<file path="src/rtl/fb_port_arbiter.sv">
// rtl/fb_port_arbiter.sv - framebuffer memory port arbiter with double-buffer swap control
module fb_port_arbiter (
  input  logic        clk,
  input  logic        rst_n,
  input  logic        wr_req,
  input  logic [15:0] wr_px,
  input  logic [23:0] wr_rgb,
  output logic        wr_gnt,
  input  logic        rd_req,
  input  logic [15:0] rd_px,
  output logic        rd_gnt,
  output logic        rd_valid,
  output logic [23:0] rd_rgb,
  input  logic        dfb,
  input  logic        vblank,
  output logic        fb_busy,
  output logic        front_sel,
  output logic        mem_en,
  output logic        mem_we,
  output logic [16:0] mem_addr,
  output logic [23:0] mem_wdata,
  input  logic [23:0] mem_rdata
);

  localparam logic [1:0] IDLE    = 2'd0;
  localparam logic [1:0] WAIT_VB = 2'd1;
  localparam logic [1:0] SWAP    = 2'd2;

  logic [1:0]  state;
  logic [2:0]  starve_cnt;
  logic        vblank_q;
  logic [23:0] rd_rgb_q;
  logic        force_wr;

  // Busy rises in the same cycle as dfb so the sprite engine stalls without a bubble.
  assign fb_busy  = rst_n & ((state != IDLE) | dfb);
  assign force_wr = (starve_cnt == 3'd4);

  assign wr_gnt    = wr_req & ~fb_busy & (~rd_req | force_wr);
  assign rd_gnt    = rd_req & ~wr_gnt;
  assign mem_en    = rd_gnt | wr_gnt;
  assign mem_we    = wr_gnt;
  assign mem_addr  = wr_gnt ? {~front_sel, wr_px} : {front_sel, rd_px};
  assign mem_wdata = wr_rgb;
  assign rd_rgb    = rd_valid ? mem_rdata : rd_rgb_q;

  always_ff @(posedge clk or negedge rst_n) begin
    if (!rst_n) begin
      state      <= IDLE;
      front_sel  <= 1'b0;
      starve_cnt <= 3'd0;
      vblank_q   <= 1'b0;
      rd_valid   <= 1'b0;
      rd_rgb_q   <= 24'd0;
    end else begin
      vblank_q <= vblank;
      rd_valid <= rd_gnt;
      if (rd_valid)
        rd_rgb_q <= mem_rdata;

      // Stalled cycles during a swap are not the read path's fault, so they do not count.
      if (wr_gnt)
        starve_cnt <= 3'd0;
      else if (wr_req && !fb_busy)
        starve_cnt <= starve_cnt + 3'd1;

      case (state)
        IDLE:    if (dfb) state <= WAIT_VB;
        WAIT_VB: if (vblank && !vblank_q) state <= SWAP;
        SWAP: begin
          front_sel <= ~front_sel;
          state     <= IDLE;
        end
        default: state <= IDLE;
      endcase
    end
  end

endmodule

</file>
<file path="config.mk">
export PLATFORM = sky130hd
export DESIGN_NAME = fb_port_arbiter
export DESIGN_NICKNAME = d
export VERILOG_FILES = /design/src/rtl/fb_port_arbiter.sv
export SDC_FILE = /design/constraint.sdc
export NUM_CORES = 1
export LEC_CHECK = 0
export ABC_AREA = 1
export BUFFER_PORTS_ARGS = -buffer_cell sky130_fd_sc_hd__buf_2
export CAP_MARGIN = 10
export CORE_ASPECT_RATIO = 0.6
export CORE_MARGIN = 5
export CORE_UTILIZATION = 38
export CTS_CLUSTER_DIAMETER = 200
export DETAILED_ROUTE_END_ITERATION = 10
export PLACE_DENSITY = 0.81
export SLEW_MARGIN = 20
export SYNTH_ARGS = -nofsm -noshare
export SYNTH_HDL_FRONTEND = slang
export SYNTH_SLANG_ARGS = --single-unit
</file>
<file path="constraint.sdc">
create_clock -name clk -period 1.55 [get_ports clk]
set_input_delay 0.155 -clock clk [delete_from_list [all_inputs] [get_ports clk]]
set_output_delay 0.155 -clock clk [all_outputs]
set_load 0.1 [all_outputs]
</file>
==> results.yml <==
worst_setup_path:
  worstSetupEndpointType: "output port"
  reg2reg_depth: 5
  r2r-end: "rd_rgb_q[12]$_DFF_PN0_"
  worstPathMaxFanout: 7
  crit_required_ns: 1.39
  regToRegSetupSlack_ns: 0.07
  cp_data_arrival_time_ns: 1.65
  path_class: "reg2out"
  critPathLaunchType: "register"
  timing.rr.start: "rd_valid$_DFF_PN0_"
timing:
  finalCriticalPeriod_ns: 1.81
  min_period_over_period_pct: 117
  setup_slack_ns: -0.260
  max_freq_ghz: 0.553
  tightest_slew_ns: 0.491
  setup_viol: 46
  slew_viol_final: 0
  grt_setup_unrepaired: "true"
  final-hold-violation-count: 0
  skew_ns: 0.00410
  slew-limit-headroom_pct: 67.5
power:
  p_int_mw: 2.74
  power_leakage_nw: 1.85
  power_mw: 5.17
  p_clk_share_pct: 15.0
  pwr-share-seq_pct: 20.6
  power.density_nw_per_um2: 1410
  p_sw_share_pct: 47.1
  comb_power_share_pct: 64.4
  power.switching_mw: 2.43
  ir_drop_mv: 1.30
floorplan:
  dieWidth_um: 98.0
  ioPinCount: 158
  num_rows: 19
  dieHeight_um: 62.8
  core-area_um2: 4540
  start_util_pct: 38.9
  die_area_um2: 6150
yosys:
  yosysWarnings: 0
  ys_types: 18
  synth_top_area_share_pct: 45.4
  synth-xor-area-share_pct: 0.496
  yosysTopAreaCell: "dfrtp_1"
  synth_most_common_cell: "nand2_1"
  synth_mux_area_share_pct: 15.3
  synth_seq_area_share_pct: 45.4
  async_flop_share_pct: 100
  netlist_area_um2: 1760
  yosys.area_share.adder_pct: 1.42
  syn_area_per_cell_um2: 9.69
  synth_common_cells: "48 x nand2_1, 32 x dfrtp_1, 27 x buf_4, 24 x mux2_2, 20 x nand4_1"
  ys.flop_type: "dfrtp_1"
  yosys.area_share.simple_pct: 20.6
  netlist_instances: 182
  synth_top_family_by_area: "simple AND/OR/NAND/NOR gates"
  synth_edf_count: 0
  synth_seq_cells: 32
  syn_nets: 270
  synth_compound_area_share_pct: 0.426
  synthTopCellsByArea: "dfrtp_1 45%, mux2_2 15%, buf_4 11%"
detailed_routing:
  postRouteAntennaNets: 0
  drt-pass1-iter-count: 4
  drc_errors: 0
  dr_total_vias: 1789
  viasPerCell: 4.81
  drt-wirelength-per-cell_um: 17.3
  routed_wl_mm: 6.45
  drtIter0Drc: 66
min_path:
  hold_path_startpoint: "dfb"
  holdPathEnd: "state[0]$_DFFE_PN0P_"
  whs_path_depth: 3
  hp-class: "in2reg"
clock_tree:
  cts_max_path_buffers: 2
  clock_latency_ns: 0.28
  cts_max_level: 2
  clk_pin_slew_worst_paths_ns: 0.07
  cts-buffers-inserted: 5
  clockRootBuffer: "clkbuf_8"
  cts_tree: "yes"
  cts.sinks: 32
placed_design:
  io_buffers: 109
  dpl.cell_count: 332
  routabilityCongestion: 0.742
  hpwl_mm: 4.44
job:
  cap_viol_max_count: 0
layout:
  drive_above_1_share_pct: 69.9
  fin_nets: 396
  diodes: 0
  area_growth_pct: 108
  final_cells: 372
global_routing:
  grt_pass1_vias: 1931
  grt_overflow: 0
  grt.total_usage_pct: 20.9
  grt_pass1_wl_mm: 10.1
  grt_max_degree: 33
  antenna_found_initial: 0
outcome:
  violations: "setup timing"
  status: "finished, violations left"
-- worst max-delay path: stages, from the launching register on --
cell and delay, ns:
dfrtp_1 0.39, inv_2 0.09, ha_4 0.15, nand2_4 0.06
nand2_8 0.11, buf_8 0.13, nand4_1 0.16, nand2_4 0.11
buf_12 0.17
-- flip-flops by register name (all words and copies together) (netlist names) --
name and flops:
rd_rgb_q 24, vblank_q 1, state 2, rd_valid 1, front_sel 1, starve_cnt 3
-- stage by stage --
stage	hold slack [ns]	util (%)	setup TNS (ns)	instance area [um^2]	setup slack (ns)
finish	0.142	80.8	-7.83	3670	-0.260
global route	0.134	80.8	-11.03	3670	-0.344
floorplan	-0.141	-	-0.909	2000	-0.368
detailed placement	0.284	69.3	-0.478	3150	-0.0878
CTS	0.123	78.8	-8.16	3580	-0.266
global placement	0.277	69.3	-0.00542	3150	-0.00542
-- area by class of cell --
class,instances,area (um^2)
Clock buffer,6,72.6
Inverter,12,55.1
Tap cell,63,78.8
Clock inverter,2,35.0
Sequential cell,32,806
Timing Repair Buffer,151,1700
Fill cell,267,872
Multi-Input combinational cell,106,922
-- what timing repair did --
action	in CTS	in global routing
gates resized for setup	28	4
hold buffers	2	0
pin swaps	20	7
setup endpoints to repair	46	46
endpoints found under the hold margin	33	0
cloned	3	1
setup buffers	19	7
-- worst max path at each step --
stage                         startpoint      endpoint  slack (ns)  cells past startpoint
2_1_floorplan  starve_cnt[0]$_DFFE_PN0P_        wr_gnt       -0.37                      8
3_3_place_gp   starve_cnt[0]$_DFFE_PN0P_        rd_gnt      -0.005                      8
3_5_place_dp   starve_cnt[0]$_DFFE_PN0P_        rd_gnt       -0.09                      8
4_1_cts        starve_cnt[0]$_DFFE_PN0P_  mem_addr[15]       -0.27                      8
5_1_grt        starve_cnt[0]$_DFFE_PN0P_  mem_addr[11]       -0.34                      8
6_report       starve_cnt[0]$_DFFE_PN0P_  mem_addr[15]       -0.26                      8
-- power by group through the flow --
| stage | combinational (mW) | clock (mW) | sequential (mW) |
|---|---|---|---|
| 2_1_floorplan | 2.14 | 0 | 1.17 |
| 3_3_place_gp | 2.92 | 0 | 1.08 |
| 3_5_place_dp | 2.99 | 0 | 1.09 |
| 4_1_cts | 3.25 | 0.803 | 1.06 |
| 5_1_grt | 3.46 | 0.839 | 1.08 |
| 6_report | 3.33 | 0.773 | 1.07 |
-- routing by layer --
metal	vias up	global-route usage (%)	wire [um]
met3	10	7.25	495
li1	833	-	-
met5	-	0	0
met1	872	25.8	2680
met2	74	35.2	3220
met4	0	5.01	55
-- cells in the final DEF, fill, tap and decap left out, types with 2 or more instances in the layout --
cell,count
buf_12,50
nand2_2,11
buf_2,62
dlygate4sd3_1,2
clkinvlp_4,2
nand3_4,2
buf_4,24
inv_1,7
nand2_1,26
clkbuf_8,5
dfrtp_1,30
buf_6,8
nand2_4,12
nand4_1,20
buf_8,3
inv_2,2
nor2_1,3
mux2_4,22
mux2_2,2
-- kinds of logic (layout without fill, tap and decap cells) --
family	Yosys count	in the layout
flip-flops	32	32
AND/OR/NAND/NOR	76	78
adder cells (fa/ha/maj)	2	2
buffers and inverters	46	171
multiplexers	24	24
XOR/XNOR	1	1
AO/OA/AOI/OAI	1	1
No activity file was read; power rests on OpenSTA's default activity.
